[config.mk]
export PLATFORM = sky130hd
export DESIGN_NAME = pulse_window_ctrl
export DESIGN_NICKNAME = d
export VERILOG_FILES = /design/src/rtl/pulse_window_ctrl.sv
export SDC_FILE = /design/constraint.sdc
export NUM_CORES = 1
export LEC_CHECK = 0
export ABC_AREA = 1
export BUFFER_PORTS_ARGS = -buffer_cell sky130_fd_sc_hd__buf_2
export CORE_ASPECT_RATIO = 1.4
export CORE_UTILIZATION = 35
export CTS_BUF_LIST = sky130_fd_sc_hd__clkbuf_8 sky130_fd_sc_hd__clkbuf_16
export CTS_CLUSTER_SIZE = 40
export DETAILED_ROUTE_END_ITERATION = 8
export PLACE_DENSITY = 0.57
export SETUP_SLACK_MARGIN = 0.2
export SYNTH_ARGS = -nofsm -noshare
export SYNTH_HDL_FRONTEND = slang
export SYNTH_SLANG_ARGS = --single-unit
[constraint.sdc]
create_clock -name clk -period 1.85 [get_ports clk]
set_clock_uncertainty 0.1 [all_clocks]
set_input_delay 0.37 -clock clk [delete_from_list [all_inputs] [get_ports clk]]
set_output_delay 0.37 -clock clk [all_outputs]
set_load 0.005 [all_outputs]
[src/rtl/pulse_window_ctrl.sv]
// Windowed pulse counter keeping a 4-deep history for the avg_4 datapath.
// Define AVG_PRIME_EN to seed the whole history from the first window.
module pulse_window_ctrl #(
    parameter int unsigned WINDOW_CYCLES = 1_500_000_000
) (
    input  logic       clk,
    input  logic       rst_n,
    input  logic       enable,
    input  logic       clear,
    input  logic       pulse_in,
    input  logic [7:0] pulseavg,
    output logic [7:0] count1,
    output logic [7:0] count2,
    output logic [7:0] count3,
    output logic [7:0] count4,
    output logic [7:0] avg_out,
    output logic       avg_valid,
    output logic [7:0] win_count
);

    typedef enum logic [1:0] {
        IDLE,
        ACQ,
        UPD
    } state_t;

    localparam logic [30:0] WLAST = 31'(WINDOW_CYCLES - 1);

    state_t      state_q, state_d;
    logic        pulse_q;
    logic [30:0] wcnt_q, wcnt_d;
    logic [7:0]  win_q, win_d;
    logic [7:0]  c1_q, c1_d;
    logic [7:0]  c2_q, c2_d;
    logic [7:0]  c3_q, c3_d;
    logic [7:0]  c4_q, c4_d;
    logic [2:0]  fill_q, fill_d;
    logic [7:0]  avg_q, avg_d;
    logic        valid_q, valid_d;

    logic        rise;
    logic        term;
    logic [7:0]  win_inc;

    assign rise    = pulse_in & ~pulse_q;
    assign term    = (wcnt_q == WLAST);
    assign win_inc = (win_q == 8'hFF) ? win_q : win_q + {7'd0, rise};

    always_comb begin
        state_d = state_q;
        wcnt_d  = wcnt_q;
        win_d   = win_q;
        c1_d    = c1_q;
        c2_d    = c2_q;
        c3_d    = c3_q;
        c4_d    = c4_q;
        fill_d  = fill_q;
        avg_d   = avg_q;
        valid_d = 1'b0;
        if (clear) begin
            state_d = enable ? ACQ : IDLE;
            wcnt_d  = '0;
            win_d   = '0;
            c1_d    = '0;
            c2_d    = '0;
            c3_d    = '0;
            c4_d    = '0;
            fill_d  = '0;
            avg_d   = '0;
        end else if (!enable) begin
            // dropping enable discards the partial window
            state_d = IDLE;
            wcnt_d  = '0;
            win_d   = '0;
        end else begin
            unique case (state_q)
                IDLE: state_d = ACQ;
                ACQ: begin
                    win_d  = win_inc;
                    wcnt_d = wcnt_q + 31'd1;
                    if (term) begin
                        wcnt_d  = '0;
                        win_d   = '0;
                        state_d = UPD;
`ifdef AVG_PRIME_EN
                        if (fill_q == 3'd0) begin
                            c1_d   = win_inc;
                            c2_d   = win_inc;
                            c3_d   = win_inc;
                            c4_d   = win_inc;
                            fill_d = 3'd4;
                        end else begin
                            c4_d   = c3_q;
                            c3_d   = c2_q;
                            c2_d   = c1_q;
                            c1_d   = win_inc;
                            fill_d = (fill_q == 3'd4) ? fill_q : fill_q + 3'd1;
                        end
`else
                        c4_d   = c3_q;
                        c3_d   = c2_q;
                        c2_d   = c1_q;
                        c1_d   = win_inc;
                        fill_d = (fill_q == 3'd4) ? fill_q : fill_q + 3'd1;
`endif
                    end
                end
                UPD: begin
                    // avg_4 has settled on the new history by now
                    win_d   = win_inc;
                    wcnt_d  = wcnt_q + 31'd1;
                    state_d = ACQ;
                    if (fill_q == 3'd4) begin
                        avg_d   = pulseavg;
                        valid_d = 1'b1;
                    end
                end
                default: state_d = IDLE;
            endcase
        end
    end

    always_ff @(posedge clk or negedge rst_n) begin
        if (!rst_n) begin
            state_q <= IDLE;
            pulse_q <= 1'b0;
            wcnt_q  <= '0;
            win_q   <= '0;
            c1_q    <= '0;
            c2_q    <= '0;
            c3_q    <= '0;
            c4_q    <= '0;
            fill_q  <= '0;
            avg_q   <= '0;
            valid_q <= 1'b0;
        end else begin
            state_q <= state_d;
            pulse_q <= pulse_in;
            wcnt_q  <= wcnt_d;
            win_q   <= win_d;
            c1_q    <= c1_d;
            c2_q    <= c2_d;
            c3_q    <= c3_d;
            c4_q    <= c4_d;
            fill_q  <= fill_d;
            avg_q   <= avg_d;
            valid_q <= valid_d;
        end
    end

    assign count1    = c1_q;
    assign count2    = c2_q;
    assign count3    = c3_q;
    assign count4    = c4_q;
    assign avg_out   = avg_q;
    assign avg_valid = valid_q;
    assign win_count = win_q;

endmodule

==> metrics.csv, run 1 <==
stage,metric,value,unit
floorplanning,die_h,138.4,um
yosys,yosys.area.top_type,dfrtp_1,
critical_path,r2r_start,state_q[1]$_DFFE_PN0P_,
placement,port_buffers,61,
floorplanning,die-area,13770,um^2
yosys,seq_area_frac_synth,46.24,%
finish,multi_input_area,2479,um^2
detailed_routing,wl,12320,um
finish,final_net_count,729,
critical_path,crit_top_cell,nand2_4,
yosys,syn_avg_cell_area,7.836,um^2
detailed_routing,ant_nets,0,
worst_hold_path,whs_path_depth,1,
cts,clkSlewWorstSetupHoldPaths,0.06,ns
detailed_routing,wire_per_inst,13.84,um
placement,gp_congestion,0.8274,
global_route,first_global_vias,4202,
cts,tritoncts.num_buffers,9,
worst_hold_path,hold_path_class,input port to flip-flop,
critical_path,critPathRequiredTime,1.99,ns
global_route,grt_start_max_net_pins,40,
placement,place_hpwl,8577,um
critical_path,crit_chain,inv_2 > ha_4 > inv_2 > nand2_4 > nand2_4 > nor2_4 > nand2_4 > nor3_2 > nand2_1 > nand2_2 > nor2_1,
floorplanning,rows,49,
floorplanning,die_w,99.46,um
critical_path,crit_arrival,1.97,ns
pwr,irDropWorstVdd,0.3580,mV
cts,h-tree-depth,3,
detailed_routing,vias,4275,
sta,hold_violations,0,
worst_hold_path,hold_end,pulse_q$_DFF_PN0_,
yosys,synth.cell_area,4654,um^2
yosys,synthesis.nets,616,
critical_path,startpoint,state_q[1]$_DFFE_PN0P_,
critical_path,rr_endpoint,wcnt_q[25]$_DFFE_PN0P_,
outcome,outcome,finished clean,
finish,nFillCells,1263,
yosys,netlist_instances,594,
sta,finalMaxSlewViolations,0,
cts,clk_path_buf_depth,2,
sta,setup_viol,0,
critical_path,path_class,flip-flop to flip-flop,
cts,root_buffer,clkbuf_16,
critical_path,crit_family,simple AND/OR/NAND/NOR gates,
cts,clk_latency,0.34,ns
finish,drive_above_1_share,34.27,%
floorplanning,start_util,35.98,%
finish,antenna_cells,0,
yosys,ys_top_cells_by_area,"dfrtp_1 46%, nand2_1 16%, nand4_1 6.3%",
floorplanning,io_pins,62,
critical_path,cp_max_fo,6,
global_route,grtUsageTotal,18.32,%
sta,period_share,99.23,%
yosys,synth_top_cell_area_share,46.24,%
critical_path,critPathSlowestCell,dfrtp_1,
sta,setup_tns,0,ns
detailed_routing,via_per_inst,4.803,
finish,mostFrequentLayoutCells,"171 x nand2_1, 86 x dfrtp_1, 60 x buf_2, 49 x buf_4",
global_route,grt_pass1_wl,20040,um
flow_run,maxCapViolCount,0,
pwr,pwr_density_cell,677.2,nW/um^2
worst_hold_path,hold_start,pulse_in,
detailed_routing,drtIter0Drc,181,
pwr,leakagePower,3.209,nW
critical_path,critPathCaptureType,flip-flop,
sta,timing.final.ws_setup,0.01426,ns
cts,cts_sinks,86,
finish,ff_latch_area,2152,um^2
finish,area_delta_synth_final,34.14,%
critical_path,r2r_setup_slack,0.01,ns
critical_path,worstRegToRegCells,11,
critical_path,critical_path_buf_inv_count,2,
sta,worstMarginPinSlew,0.4080,ns
sta,fmax,544.7,MHz
yosys,yosys_warnings,0,
floorplanning,coreArea,12940,um^2
pwr,p_total,0.004228,W
global_route,grt_overflow_total,0,
sta,final.min_clock_period,1.836,ns
finish,mostFrequentLayoutCell,nand2_1,
critical_path,critPathLaunchType,flip-flop,
sta,rsz0062_at_grt,yes,
critical_path,path_depth,11,
sta,max_slew_margin,72.80,%
cts,cts_tree,done,
yosys,synth_seq_cells,86,
detailed_routing,drc,0,
placement,pre_cts_ws,-0.03066,ns
detailed_routing,first_pass_iters,4,
critical_path,critical-path-max-stage-delay,0.39,ns
yosys,synth.distinct_cells,31,
global_route,antenna_found_initial,0,
[per-layer routing]
metal  part of all wire [%]  GRT usage [%]  routed length (um)
met4                    1.6          6.811                 199
met3                    2.8          3.488                 342
met1                     41          21.40                5022
met2                     55          32.82                6753
met5                      0              0                   0
[Yosys cell counts, drive strengths merged]
master and count:
nor3 13, nand2 212, o22ai 2, a21oi 3, nand3 36, nor4 1, dfrtp 86, xor2 11
xnor2 3, o21ai 12, ha 9, nand4 47, nor2 82, clkbuf 3, inv 57, buf 15
nor3b 2
[how the worst max path moves through the flow]
stage	endpoint	slack, ns
global placement	count1[6]$_DFFE_PN0P_	-0.03
CTS	wcnt_q[22]$_DFFE_PN0P_	0.09
finish	wcnt_q[25]$_DFFE_PN0P_	0.01
detailed placement	count1[6]$_DFFE_PN0P_	-0.03
global route	count2[5]$_DFFE_PN0P_	-0.05
floorplan	count1[6]$_DFFE_PN0P_	0.20
[layout make-up]
| cell class | count | area share, % |
|---|---|---|
| Tap cell | 178 | 3.567 |
| Inverter | 57 | 3.627 |
| Sequential cell | 86 | 34.47 |
| Clock buffer | 9 | 3.607 |
| Timing Repair Buffer | 119 | 13.33 |
| Timing Repair inverter | 1 | 0.1403 |
| Multi-Input combinational cell | 433 | 39.70 |
| Clock inverter | 7 | 1.563 |
[power by group]
group	total, W	internal, W	switching, W
clock	0.00195	0.00119	0.000764
combinational	0.000376	0.000137	0.000239
sequential	0.00190	0.00189	0.00000979
[registers in the layout, summed over array words and instances (netlist names), 3 cells and up]
register,count
count4,8
count1,8
win_count,8
count2,8
count3,8
wcnt_q,31
fill_q,3
avg_out,8
[cells by family after synthesis]
kind of cell | Yosys count | synth area share [%]
xor+xnor | 14 | 2.634
simple gates | 393 | 39.17
fa+ha+maj | 9 | 2.419
buf+inv | 75 | 7.661
flops | 86 | 46.24
compound gates | 17 | 1.882
[metrics by stage]
step | instances | hold slack [ns] | utilization (%) | instance area [um^2]
finish | 890 | 0.06170 | 48.26 | 6243
floorplan | 594 | -0.02559 | - | 4677
global route | 890 | 0.04327 | 48.26 | 6243
CTS | 882 | 0.05329 | 45.96 | 5946
detailed placement | 850 | 0.2341 | 41.59 | 5380
global placement | 850 | 0.2299 | 41.59 | 5380
[what timing repair did]
item	in CTS	in global routing
setup endpoints to repair	74	82
hold buffers	1	0
gates resized for setup	38	59
gates cloned	1	3
setup buffers	14	5
pin swaps	19	13
endpoints found under the hold margin	27	0
No activity file was read; power rests on OpenSTA's default activity.
==> run 2, diff against run 1 <==
--- a/config.mk
+++ b/config.mk
@@ -12,8 +12,9 @@
 export CTS_BUF_LIST = sky130_fd_sc_hd__clkbuf_8 sky130_fd_sc_hd__clkbuf_16
 export CTS_CLUSTER_SIZE = 40
 export DETAILED_ROUTE_END_ITERATION = 8
+export GPL_ROUTABILITY_DRIVEN = 0
+export GPL_TIMING_DRIVEN = 0
 export PLACE_DENSITY = 0.57
-export SETUP_SLACK_MARGIN = 0.2
 export SYNTH_ARGS = -nofsm -noshare
 export SYNTH_HDL_FRONTEND = slang
 export SYNTH_SLANG_ARGS = --single-unit
==> run 2 against run 1 <==
  * The run now ends with setup timing left
  * Critical path type unchanged
  * Flip-flop and latch count did not move
  * Critical path depth unchanged
  * Critical endpoint is now wcnt_q[7]$_DFFE_PN0P_
  * Non-clock buffer count fell by 19
  * Core utilization shrank 2.6 points
  * First-iteration DRC count up 17%
  * Largest cell class unchanged
==> metrics.csv, run 2 (synthesized netlist as in run 1, its figures left out) <==
stage,metric,value,unit,change
outcome,outcome,"complete, but fails checks",,
outcome,violations,setup timing,,
critical_path,critical-path-max-stage-delay,0.40,ns,about the same
global_route,first_global_vias,4177,,-0.59%
critical_path,crit_chain,ha_2 > nand2_2 > nor2_4 > nand2_2 > nor2_4 > nand3_2 > nand2_2 > nand2_4 > inv_6 > buf_12 > nor2_2,,
pwr,switchingPower,0.001042,W,+2.9%
finish,area_delta_synth_final,27.04,%,
finish,final_net_count,709,,-2.7%
sta,max_slew_margin,65.32,%,-7.5 points
detailed_routing,vias,4174,,-2.4%
sta,finalMaxSlewViolations,0,,unchanged
critical_path,critPathSlowestCell,dfrtp_1,,
detailed_routing,via_per_inst,4.798,,-0.12%
floorplanning,coreArea,12940,um^2,unchanged
detailed_routing,first_pass_iters,5,,+1
finish,nFillCells,1311,,+3.8%
pwr,leakagePower,3.074,nW,-4.2%
critical_path,cp_max_fo,10,,+4
sta,final.min_clock_period,1.873,ns,+0.03718 ns
critical_path,critPathCaptureType,flip-flop,,
worst_hold_path,hold_path_class,input port to flip-flop,,
critical_path,path_class,flip-flop to flip-flop,,
floorplanning,rows,49,,unchanged
critical_path,crit_family,simple AND/OR/NAND/NOR gates,,
sta,rsz0062_at_grt,yes,,
floorplanning,die-area,13770,um^2,unchanged
global_route,grt_overflow_total,0,,unchanged
critical_path,crit_top_cell,nand2_2,,
pwr,p_total,0.004248,W,+0.47%
finish,design_area,5913,um^2,-5.3%
floorplanning,die_w,99.46,um,unchanged
pwr,pwr_density_cell,718.4,nW/um^2,+6.1%
critical_path,crit_arrival,2.00,ns,+0.03 ns
detailed_routing,wire_per_inst,13.77,um,-0.52%
detailed_routing,wl,11980,um,-2.8%
sta,hold_violations,0,,unchanged
cts,clk_path_buf_depth,2,,unchanged
finish,top_register,wcnt_q,,
finish,drive_above_1_share,27.75,%,-6.5 points
cts,cts_sinks,86,,unchanged
cts,clk_latency,0.35,ns,about the same
cts,tritoncts.num_buffers,9,,unchanged
finish,mostFrequentLayoutCell,nand2_1,,
placement,place_hpwl,8578,um,about the same
detailed_routing,ant_nets,0,,unchanged
cts,root_buffer,clkbuf_16,,
global_route,grt_start_max_net_pins,68,,+70%
pwr,seq_power_share,44.7,%,-0.3 points
global_route,antenna_found_initial,0,,unchanged
sta,setup_viol,27,,+27
cts,clkSlewWorstSetupHoldPaths,0.07,ns,about the same
global_route,grtUsageTotal,18.14,%,-0.18 points
floorplanning,start_util,35.98,%,unchanged
finish,antenna_cells,0,,unchanged
placement,port_buffers,60,,-1.6%
sta,period_share,101.2,%,+2.0 points
floorplanning,io_pins,62,,unchanged
floorplanning,die_h,138.4,um,unchanged
critical_path,critPathRequiredTime,1.98,ns,about the same
finish,largest_register_ffs,31,,unchanged
sta,fmax,533.9,MHz,-2.0%
global_route,grt_pass1_wl,19790,um,-1.2%
pwr,cellInternalPower,0.003206,W,-0.28%
sta,timing.final.ws_setup,-0.02292,ns,-0.03718 ns
flow_run,maxCapViolCount,0,,unchanged
sta,worstMarginPinSlew,0.5155,ns,+0.1075 ns
detailed_routing,drtIter0Drc,211,,+17%
placement,placedInstanceArea,5207,um^2,-3.2%
finish,final_util,45.71,%,-2.6 points
cts,cts_tree,done,,
sta,setup_tns,-0.2705,ns,-0.2705 ns
cts,h-tree-depth,3,,unchanged
pwr,sw_frac_of_total,24.53,%,+0.57 points
pwr,irDropWorstVdd,0.5010,mV,+40%
critical_path,critPathLaunchType,flip-flop,,
pwr,power_frac_clock,47.5,%,+1.3 points
finish,mostFrequentLayoutCells,"188 x nand2_1, 85 x dfrtp_1, 65 x buf_2, 50 x inv_1, 49 x nor2_1",,
pwr,combPwrFrac,7.8,%,-1.1 points
detailed_routing,drc,0,,unchanged
critical_path,critical_path_buf_inv_count,2,,unchanged
run 2: cell types whose count changed in the layout (fill, tap and decap cells not counted), moves of 4 or more:
cell,before,now
nand2_1,171,188
nand2_4,12,8
nand2_2,28,16
buf_4,49,20
xor2_1,7,11
xor2_2,4,0
nor3_2,7,2
buf_2,60,65
nor2_1,45,49
run 2: stage by stage:
step,setup WS [ns],hold slack [ns],cells
after floorplan,0.1525,-0.02559,594
after global placement,-0.4679,0.3484,832
after detailed placement,-0.1955,0.1793,833
after CTS,-0.01473,0.03417,862
after global routing,-0.1392,0.03527,870
final,-0.02292,0.04433,870
run 2: per-layer routing:
metal | global-route usage [%] | wire length (um)
met4 | 7.043 | 407
met1 | 19.75 | 4749
met2 | 33.70 | 6456
met5 | 0 | 0
met3 | 3.842 | 364
run 2: timing repair:
item                                    4_1_cts  5_1_grt
resized for setup                            24       41
buffers inserted                             11        6
pin swaps                                    16       19
endpoints found under the setup margin       62       82
gates cloned                                  1        2
hold buffers                                  1        0
endpoints found under the hold margin        19        0
run 2: final cells by class:
class | instances | area (um^2) | share of cell area [%]
sequential | 86 | 2153 | 36.42
clock buffer | 9 | 225.2 | 3.809
tap | 178 | 222.7 | 3.766
multi-input combinational | 433 | 2332 | 39.44
buffer | 18 | 155.1 | 2.624
inverter | 57 | 219.0 | 3.703
timing repair buffer | 82 | 503.0 | 8.506
clock inverter | 7 | 102.6 | 1.735
run 2: path summary, 6_finish.rpt:
kind	to	slack, ns	from	depth (start not counted)
setup / recovery	wcnt_q[7]$_DFFE_PN0P_	-0.02	wcnt_q[1]$_DFFE_PN0P_	11
hold / removal	pulse_q$_DFF_PN0_	0.04	pulse_in	1
setup reg to reg	wcnt_q[7]$_DFFE_PN0P_	-0.02	wcnt_q[1]$_DFFE_PN0P_	11
hold reg to reg	count4[7]$_DFFE_PN0P_	0.37	count4[7]$_DFFE_PN0P_	2
max in group asynchronous	wcnt_q[13]$_DFFE_PN0P_	0.68	rst_n	3
min in group asynchronous	count3[0]$_DFFE_PN0P_	0.36	rst_n	2
run 2: worst reg2reg max path: cells and delay by family (launching register included):
kind                     cells  cell delay [ns]
adder cells (fa/ha/maj)      1             0.21
flip-flops                   1             0.40
buffers and inverters        2             0.23
AND/OR/NAND/NOR              8             0.82
run 2: power groups by stage:
stage               Combinational, W  Clock [W]  Sequential (W)
detailed placement          0.000269          0         0.00194
floorplan                   0.000153          0         0.00193
CTS                         0.000308    0.00208         0.00190
global placement            0.000256          0         0.00194
global route                0.000366    0.00214         0.00190
finish                      0.000331    0.00202         0.00190
